==> config.mk <==
export PLATFORM = sky130hd
export DESIGN_NAME = hms_time_core_flat
export DESIGN_NICKNAME = d
export VERILOG_FILES = /design/src/rtl/clock_pkg.sv /design/src/rtl/hms_time_core_if.sv /design/src/rtl/mod_updn_cnt.sv /design/src/rtl/hms_time_core.sv /design/src/flat_wrapper.sv
export SDC_FILE = /design/constraint.sdc
export NUM_CORES = 1
export LEC_CHECK = 0
export ABC_AREA = 1
export CORE_MARGIN = 5
export CORE_UTILIZATION = 65
export DETAILED_ROUTE_END_ITERATION = 6
export PLACE_DENSITY = 0.86
export SYNTH_ARGS = -nofsm -noshare
export SYNTH_HDL_FRONTEND = slang
export SYNTH_SLANG_ARGS = --single-unit
==> constraint.sdc <==
create_clock -name clk -period 6.3 [get_ports clk]
set_clock_uncertainty 0.15 [all_clocks]
set_input_delay 1.575 -clock clk [delete_from_list [all_inputs] [get_ports clk]]
set_output_delay 1.575 -clock clk [all_outputs]
set_load 0.02 [all_outputs]
==> src/rtl/clock_pkg.sv <==
// Shared encodings, field limits and small helpers for the hour/minute/second core.
package clock_pkg;

  typedef enum logic {
    MODE_CLOCK = 1'b0,
    MODE_SETUP = 1'b1
  } mode_e;

  typedef enum logic [1:0] {
    POS_SEC = 2'd0,
    POS_MIN = 2'd1,
    POS_HR  = 2'd2
  } pos_e;

  localparam int unsigned SEC_MAX = 59;
  localparam int unsigned MIN_MAX = 59;
  localparam int unsigned HR_MAX  = 23;

  localparam int unsigned SEC_W = 6;
  localparam int unsigned MIN_W = 6;
  localparam int unsigned HR_W  = 5;

  function automatic pos_e next_pos(input pos_e pos);
    pos_e res;
    case (pos)
      POS_SEC: res = POS_MIN;
      POS_MIN: res = POS_HR;
      default: res = POS_SEC;
    endcase
    return res;
  endfunction

  // 0 -> 12, 1..12 unchanged, 13..23 -> hour - 12.
  function automatic logic [HR_W-1:0] hr_to_12(input logic [HR_W-1:0] hr);
    logic [HR_W-1:0] res;
    if (hr == '0) begin
      res = HR_W'(12);
    end else if (hr > HR_W'(12)) begin
      res = hr - HR_W'(12);
    end else begin
      res = hr;
    end
    return res;
  endfunction

endpackage

==> src/rtl/hms_time_core_if.sv <==
// Pulse inputs and time/status outputs of the timekeeping core.
interface hms_time_core_if;
  logic       i_mode_pls;
  logic       i_pos_pls;
  logic       i_inc_pls;
  logic       i_dec_pls;
  logic       i_fmt_pls;
  logic [5:0] o_sec;
  logic [5:0] o_min;
  logic [4:0] o_hr;
  logic       o_pm;
  logic       o_mode;
  logic [1:0] o_position;
  logic       o_blink;
  logic       o_day_tick;

  modport master (
    output i_mode_pls, i_pos_pls, i_inc_pls, i_dec_pls, i_fmt_pls,
    input  o_sec, o_min, o_hr, o_pm, o_mode, o_position, o_blink, o_day_tick
  );

  modport slave (
    input  i_mode_pls, i_pos_pls, i_inc_pls, i_dec_pls, i_fmt_pls,
    output o_sec, o_min, o_hr, o_pm, o_mode, o_position, o_blink, o_day_tick
  );
endinterface

==> src/rtl/mod_updn_cnt.sv <==
// Modulo (Max+1) up/down counter; wrap flags an increment from Max back to 0.
module mod_updn_cnt #(
  parameter int unsigned Width = 6,
  parameter int unsigned Max   = 59
) (
  input  logic             clk,
  input  logic             rst_n,
  input  logic             inc_en,
  input  logic             dec_en,
  output logic [Width-1:0] cnt,
  output logic             wrap
);

  localparam logic [Width-1:0] MaxV = Width'(Max);

  logic [Width-1:0] cnt_q, cnt_d;
  logic             inc_only, dec_only;

  // Simultaneous inc and dec cancel out.
  assign inc_only = inc_en & ~dec_en;
  assign dec_only = dec_en & ~inc_en;

  always_comb begin
    cnt_d = cnt_q;
    if (inc_only) begin
      cnt_d = (cnt_q == MaxV) ? '0 : cnt_q + Width'(1);
    end else if (dec_only) begin
      cnt_d = (cnt_q == '0) ? MaxV : cnt_q - Width'(1);
    end
  end

  always_ff @(posedge clk or negedge rst_n) begin
    if (!rst_n) begin
      cnt_q <= '0;
    end else begin
      cnt_q <= cnt_d;
    end
  end

  assign cnt  = cnt_q;
  assign wrap = inc_only & (cnt_q == MaxV);

endmodule

==> src/rtl/hms_time_core.sv <==
// Single-clock hh:mm:ss timekeeper with setup editing, 12/24-hour output and edit blink.
module hms_time_core
  import clock_pkg::*;
#(
  parameter int unsigned CLK_HZ       = 50_000_000,
  parameter bit          HR_FMT12_DEF = 1'b0
) (
  input logic             clk,
  input logic             rst_n,
  hms_time_core_if.slave  bus
);

  localparam int unsigned PW = (CLK_HZ > 1) ? $clog2(CLK_HZ) : 1;
  localparam logic [PW-1:0] PRESC_MAX = PW'(CLK_HZ - 1);
  localparam logic [PW-1:0] BLINK_MAX = PW'(CLK_HZ / 4 - 1);

  mode_e          mode_q, mode_d;
  pos_e           pos_q, pos_d;
  logic [PW-1:0]  presc_q, presc_d;
  logic [PW-1:0]  blink_cnt_q, blink_cnt_d;
  logic           blink_q, blink_d;
  logic           fmt12_q, fmt12_d;
  logic           day_tick_q, day_tick_d;

  logic           in_clock, tick, edit_en;
  logic           sec_inc, sec_dec, min_inc, min_dec, hr_inc, hr_dec;
  logic           sec_wrap, min_wrap, hr_wrap;
  logic [SEC_W-1:0] sec_cnt;
  logic [MIN_W-1:0] min_cnt;
  logic [HR_W-1:0]  hr_cnt;

  assign in_clock = (mode_q == MODE_CLOCK);
  assign tick     = in_clock && (presc_q == PRESC_MAX);
  // A mode pulse suppresses any edit in the same cycle.
  assign edit_en  = !in_clock && !bus.i_mode_pls;

  // Mode / position FSM.
  always_comb begin
    mode_d = mode_q;
    pos_d  = pos_q;
    unique case (mode_q)
      MODE_CLOCK: begin
        if (bus.i_mode_pls) begin
          mode_d = MODE_SETUP;
          pos_d  = POS_SEC;
        end
      end
      MODE_SETUP: begin
        if (bus.i_mode_pls) begin
          mode_d = MODE_CLOCK;
        end else if (bus.i_pos_pls) begin
          pos_d = next_pos(pos_q);
        end
      end
      default: mode_d = MODE_CLOCK;
    endcase
  end

  // Prescaler held at 0 throughout setup so leaving it gives a full second.
  always_comb begin
    presc_d = presc_q;
    if (!in_clock || bus.i_mode_pls || tick) begin
      presc_d = '0;
    end else begin
      presc_d = presc_q + PW'(1);
    end
  end

  // Edits hit only the selected field; carries exist only in clock mode.
  always_comb begin
    sec_inc = tick || (edit_en && bus.i_inc_pls && pos_q == POS_SEC);
    sec_dec = edit_en && bus.i_dec_pls && pos_q == POS_SEC;
    min_inc = (in_clock && sec_wrap) || (edit_en && bus.i_inc_pls && pos_q == POS_MIN);
    min_dec = edit_en && bus.i_dec_pls && pos_q == POS_MIN;
    hr_inc  = (in_clock && min_wrap) || (edit_en && bus.i_inc_pls && pos_q == POS_HR);
    hr_dec  = edit_en && bus.i_dec_pls && pos_q == POS_HR;
    day_tick_d = in_clock && hr_wrap;
  end

  // Blink forced visible outside setup, on any mode change and on any edit.
  always_comb begin
    blink_d     = blink_q;
    blink_cnt_d = blink_cnt_q;
    if (in_clock || bus.i_mode_pls || bus.i_inc_pls || bus.i_dec_pls) begin
      blink_d     = 1'b1;
      blink_cnt_d = '0;
    end else if (blink_cnt_q == BLINK_MAX) begin
      blink_d     = ~blink_q;
      blink_cnt_d = '0;
    end else begin
      blink_cnt_d = blink_cnt_q + PW'(1);
    end
  end

  assign fmt12_d = fmt12_q ^ bus.i_fmt_pls;

  always_ff @(posedge clk or negedge rst_n) begin
    if (!rst_n) begin
      mode_q      <= MODE_CLOCK;
      pos_q       <= POS_SEC;
      presc_q     <= '0;
      blink_cnt_q <= '0;
      blink_q     <= 1'b1;
      fmt12_q     <= HR_FMT12_DEF;
      day_tick_q  <= 1'b0;
    end else begin
      mode_q      <= mode_d;
      pos_q       <= pos_d;
      presc_q     <= presc_d;
      blink_cnt_q <= blink_cnt_d;
      blink_q     <= blink_d;
      fmt12_q     <= fmt12_d;
      day_tick_q  <= day_tick_d;
    end
  end

  mod_updn_cnt #(.Width(SEC_W), .Max(SEC_MAX)) u_sec (
    .clk    (clk),
    .rst_n  (rst_n),
    .inc_en (sec_inc),
    .dec_en (sec_dec),
    .cnt    (sec_cnt),
    .wrap   (sec_wrap)
  );

  mod_updn_cnt #(.Width(MIN_W), .Max(MIN_MAX)) u_min (
    .clk    (clk),
    .rst_n  (rst_n),
    .inc_en (min_inc),
    .dec_en (min_dec),
    .cnt    (min_cnt),
    .wrap   (min_wrap)
  );

  mod_updn_cnt #(.Width(HR_W), .Max(HR_MAX)) u_hr (
    .clk    (clk),
    .rst_n  (rst_n),
    .inc_en (hr_inc),
    .dec_en (hr_dec),
    .cnt    (hr_cnt),
    .wrap   (hr_wrap)
  );

  assign bus.o_sec      = sec_cnt;
  assign bus.o_min      = min_cnt;
  assign bus.o_hr       = fmt12_q ? hr_to_12(hr_cnt) : hr_cnt;
  assign bus.o_pm       = fmt12_q && (hr_cnt >= HR_W'(12));
  assign bus.o_mode     = mode_q;
  assign bus.o_position = pos_q;
  assign bus.o_blink    = blink_q;
  assign bus.o_day_tick = day_tick_q;

endmodule

==> src/flat_wrapper.sv <==
// flat-port wrapper written by rule: the top's interface ports become plain ports
module hms_time_core_flat import clock_pkg::*;
#(
  parameter int unsigned CLK_HZ       = 50_000_000,
  parameter bit          HR_FMT12_DEF = 1'b0
)
  (clk, rst_n, bus_i_mode_pls, bus_i_pos_pls, bus_i_inc_pls, bus_i_dec_pls, bus_i_fmt_pls, bus_o_sec, bus_o_min, bus_o_hr, bus_o_pm, bus_o_mode, bus_o_position, bus_o_blink, bus_o_day_tick);
  hms_time_core_if bus_i ();
  input logic clk;
  input logic rst_n;
  input wire logic [$bits(bus_i.i_mode_pls)-1:0] bus_i_mode_pls;
  input wire logic [$bits(bus_i.i_pos_pls)-1:0] bus_i_pos_pls;
  input wire logic [$bits(bus_i.i_inc_pls)-1:0] bus_i_inc_pls;
  input wire logic [$bits(bus_i.i_dec_pls)-1:0] bus_i_dec_pls;
  input wire logic [$bits(bus_i.i_fmt_pls)-1:0] bus_i_fmt_pls;
  output wire logic [$bits(bus_i.o_sec)-1:0] bus_o_sec;
  output wire logic [$bits(bus_i.o_min)-1:0] bus_o_min;
  output wire logic [$bits(bus_i.o_hr)-1:0] bus_o_hr;
  output wire logic [$bits(bus_i.o_pm)-1:0] bus_o_pm;
  output wire logic [$bits(bus_i.o_mode)-1:0] bus_o_mode;
  output wire logic [$bits(bus_i.o_position)-1:0] bus_o_position;
  output wire logic [$bits(bus_i.o_blink)-1:0] bus_o_blink;
  output wire logic [$bits(bus_i.o_day_tick)-1:0] bus_o_day_tick;
  assign bus_i.i_mode_pls = bus_i_mode_pls;
  assign bus_i.i_pos_pls = bus_i_pos_pls;
  assign bus_i.i_inc_pls = bus_i_inc_pls;
  assign bus_i.i_dec_pls = bus_i_dec_pls;
  assign bus_i.i_fmt_pls = bus_i_fmt_pls;
  assign bus_o_sec = bus_i.o_sec;
  assign bus_o_min = bus_i.o_min;
  assign bus_o_hr = bus_i.o_hr;
  assign bus_o_pm = bus_i.o_pm;
  assign bus_o_mode = bus_i.o_mode;
  assign bus_o_position = bus_i.o_position;
  assign bus_o_blink = bus_i.o_blink;
  assign bus_o_day_tick = bus_i.o_day_tick;
  hms_time_core #(.CLK_HZ(CLK_HZ), .HR_FMT12_DEF(HR_FMT12_DEF)) u_core (.clk(clk), .rst_n(rst_n), .bus(bus_i));
endmodule
==> flow_summary.yaml <==
setup_path:
  crit_start: "u_core.u_hr.cnt[2]"
  critPathSlowestCell: "clkdlybuf4s50_1"
  crit_buf_inv: 3
  reg2reg_to: "u_core.u_hr.cnt[4]"
  worst_ep_arrival_time_ps: 2600
  endpoint: "bus_o_hr[4]"
  path_delay_family: "buffers and inverters"
  critPathKind: "flop to primary output"
  ff2ff_setup_slack_ps: 2940
  slowest_delay_ps: 690
  worstSetupPathDepth: 8
  critical_path_required_ps: 4580
  startpoint_type: "flop"
  r2r_start: "u_core.presc_q[0]"
  path_cells: "inv_1, ha_1, nand2_1, nor2_1, inv_1, nand2_1, a211oi_1, clkdlybuf4s50_1"
  crit_fanout: 8
  end_kind: "primary output"
  ff2ff_path_depth: 18
cts:
  holdBufCountCts: 0
  clock_sinks: 75
  cts_setup_buffers: 0
  ctsResizeCount: 0
  worstSkewPairLatency_ps: 350
  cts_made_buffers: 9
  clkTransAtPathRegs_ps: 70
  clk_path_buf_depth: 2
  cts-root-buf: "clkbuf_8"
  htree_levels: 3
  cts_tree: "done"
synth:
  synth.area.top_cells: "dfrtp_1, nand2_1, nor2_1, inv_1, nand3_1"
  syn_area_mm2: 0.00507
  synth-simple-area-share_pct: 39.8
  synth_top_family_by_area: "simple AND/OR/NAND/NOR gates"
  yosysWarnings: 0
  synth_seq_cells: 75
  synthAdderAreaFrac_pct: 4.69
  yosysSeqAreaShare_pct: 37.0
  synth_top_cell_area_share_pct: 36.5
  syn-num-nets: 786
  synth.avg_cell_area_um2: 6.67
  yosys.area.top_type: "dfrtp_1"
  synth_mux_area_share_pct: 0
  synthXorXnorAreaFrac_pct: 4.84
  ys_types: 35
  synth_compound_area_share_pct: 5.01
  synthCells: 760
power_and_ir_drop:
  powerDensity_mw_per_mm2: 323
  power_frac_clock_pct: 20.1
  p_comb_share_pct: 43.0
  p_sw_share_pct: 42.2
  p_leak_nw: 2.50
  intPower_mw: 1.05
  seqPwrFrac_pct: 36.9
  p_switching_mw: 0.769
  ir_drop_uv: 274
final_layout:
  area_growth_pct: 11.2
  design_area_mm2: 0.00564
  final_nets: 819
  finalNonFillerCells: 900
  drive_gt1_share_pct: 5.51
  insertedDiodeCount: 0
timing:
  setup_viol: 0
  rsz0062_at_grt: "no"
  fmax_mhz: 231
  fin_crit_sh_pct: 68.6
  tns_ps: 0
  post-route-min-period_ps: 4320
  worstMarginPinSlew_ps: 917
  slew_headroom_pct: 38.8
  slew_violations: 0
  finalHoldViolCount: 0
routing:
  drtIter0Drc: 364
  via_count: 4843
  post_drt_wl_per_cell_um: 13.0
  drt-total-wl_mm: 11.7
  ant_nets: 0
  via_per_inst: 5.38
  firstDrtPassIters: 5
  route.detailed.drc: 0
global_route:
  antenna_found_initial: 0
  grt_max_degree: 76
  overflow: 0
  grt_pass1_vias: 4688
  grt_usage_pct: 25.4
  grt_pass1_wl_mm: 20.6
worst_hold_path:
  hp-class: "flop to flop"
floorplan:
  num_rows: 32
  core_mm2: 0.00765
  die_w_um: 98.3
  initial_core_util_pct: 66.3
  fp.dieH_um: 98.3
  dieArea_mm2: 0.00967
  ios: 30
run_status:
  status: "complete, no violations"
place:
  placed_cells: 884
  dpl_cell_area_mm2: 0.00544
  hpwl_mm: 8.68
  gp_congestion: 0.915
  port_buffers: 29
flow_run:
  maxCapViolCount: 0
==> logic make-up (layout without fill, tap and decap cells) <==
| family | after synthesis | after routing |
|---|---|---|
| adder cells (fa/ha/maj) | 19 | 19 |
| AND/OR/NAND/NOR | 481 | 481 |
| XOR/XNOR | 28 | 28 |
| buffers and inverters | 111 | 149 |
| flip-flops | 75 | 75 |
| AO/OA/AOI/OAI | 46 | 46 |
==> power by group through the flow <==
stage / logic, mW / clock network [mW] / registers, mW
3_3_place_gp: 0.751 / 0 / 0.675
4_1_cts: 0.783 / 0.372 / 0.669
2_1_floorplan: 0.493 / 0 / 0.684
3_5_place_dp: 0.777 / 0 / 0.678
5_1_grt: 0.872 / 0.400 / 0.688
6_report: 0.783 / 0.367 / 0.671
==> worst reg2reg max path: stages, from the launching register on <==
cell     delay, ps
dfrtp_1        410
ha_1           200
nand2_2         80
nor2_2         140
nand2_1         90
nor2_1         130
nand2_2        120
nand2_1        100
ha_1           220
nand2_1         90
o21ai_0        220
ha_1           260
nand2_1        100
o32ai_1        160
ha_1           320
nand2_1        150
o21ai_0        200
nand2_1         70
o21ai_0         70
==> sequential cells by signal, summed over array words and instances, names as in the netlist <==
register               flops
u_core.bus.o_position      2
u_core.blink_cnt_q        26
u_core.bus.o_day_tick      1
u_core.bus.o_blink         1
u_core.bus.o_mode          1
u_core.presc_q            26
u_core.u_sec.cnt           6
u_core.fmt12_q             1
u_core.u_hr.cnt            5
u_core.u_min.cnt           6
==> worst min-delay path by stage <==
stage	from	end	slack (ps)	cells past startpoint
2_1_floorplan	u_core.presc_q[0]	u_core.presc_q[0]	300	1
3_3_place_gp	u_core.bus.o_blink	u_core.bus.o_blink	310	2
3_5_place_dp	u_core.bus.o_blink	u_core.bus.o_blink	310	2
4_1_cts	u_core.bus.o_blink	u_core.bus.o_blink	320	2
5_1_grt	u_core.bus.o_blink	u_core.bus.o_blink	360	2
6_report	u_core.bus.o_blink	u_core.bus.o_blink	320	2
==> cell type report <==
class,count,area [um^2]
multi-input combinational,574,2750
fill,621,2010
sequential,75,1880
inverter,104,390
timing repair buffer,29,288
clock buffer,13,179
tap,102,128
clock inverter,3,20.0
==> placed cells by master, fill, tap and decap left out, types with 3 or more instances in the layout <==
| cell type | n |
|---|---|
| nand4_1 | 8 |
| nand2_1 | 216 |
| xnor2_1 | 7 |
| nand2_2 | 3 |
| dfrtp_1 | 74 |
| nor2_2 | 11 |
| nor3_2 | 5 |
| nor3_1 | 7 |
| clkbuf_8 | 13 |
| o21ai_0 | 21 |
| nand3_1 | 56 |
| xor2_1 | 21 |
| clkdlybuf4s50_1 | 28 |
| inv_1 | 101 |
| ha_1 | 19 |
| a21oi_1 | 14 |
| inv_2 | 3 |
| nor2_1 | 165 |
==> routing by layer <==
layer / global-route usage (%) / part of all wire [%] / vias up
met1: 33.3 / 44 / 2238
li1: - / - / 2416
met2: 43.1 / 48 / 168
met4: 8.40 / 1.6 / 0
met3: 3.86 / 6.5 / 21
met5: 0 / 0 / -
==> cells in the mapped netlist (all sizes together) <==
master and count:
o21a 1, dfstp 1, nor2 178, nand3b 2, nor4 1, a21oi 14
xor2 21, o32ai 1, clkbuf 1, buf 6, nand4 8, nor3 12
inv 104, ha 19, or2 2, a31oi 2, o21ai 22, dfrtp 74
nand3 56, a22oi 2, nand2 220, xnor2 7, a211oi 2, o211ai 2
nor3b 2
==> metrics by stage <==
step                      hold slack, ps  utilization (%)  setup WS [ps]  total power [mW]
final                                324             73.7           1980              1.82
after global routing                 358             73.7           1780              1.96
after CTS                            324             73.7           1980              1.82
after detailed placement             312             71.1           1660              1.46
after global placement               311             71.1           1840              1.43
after floorplan                      300                -           2530              1.18
No activity file was read; power rests on OpenSTA's default activity.
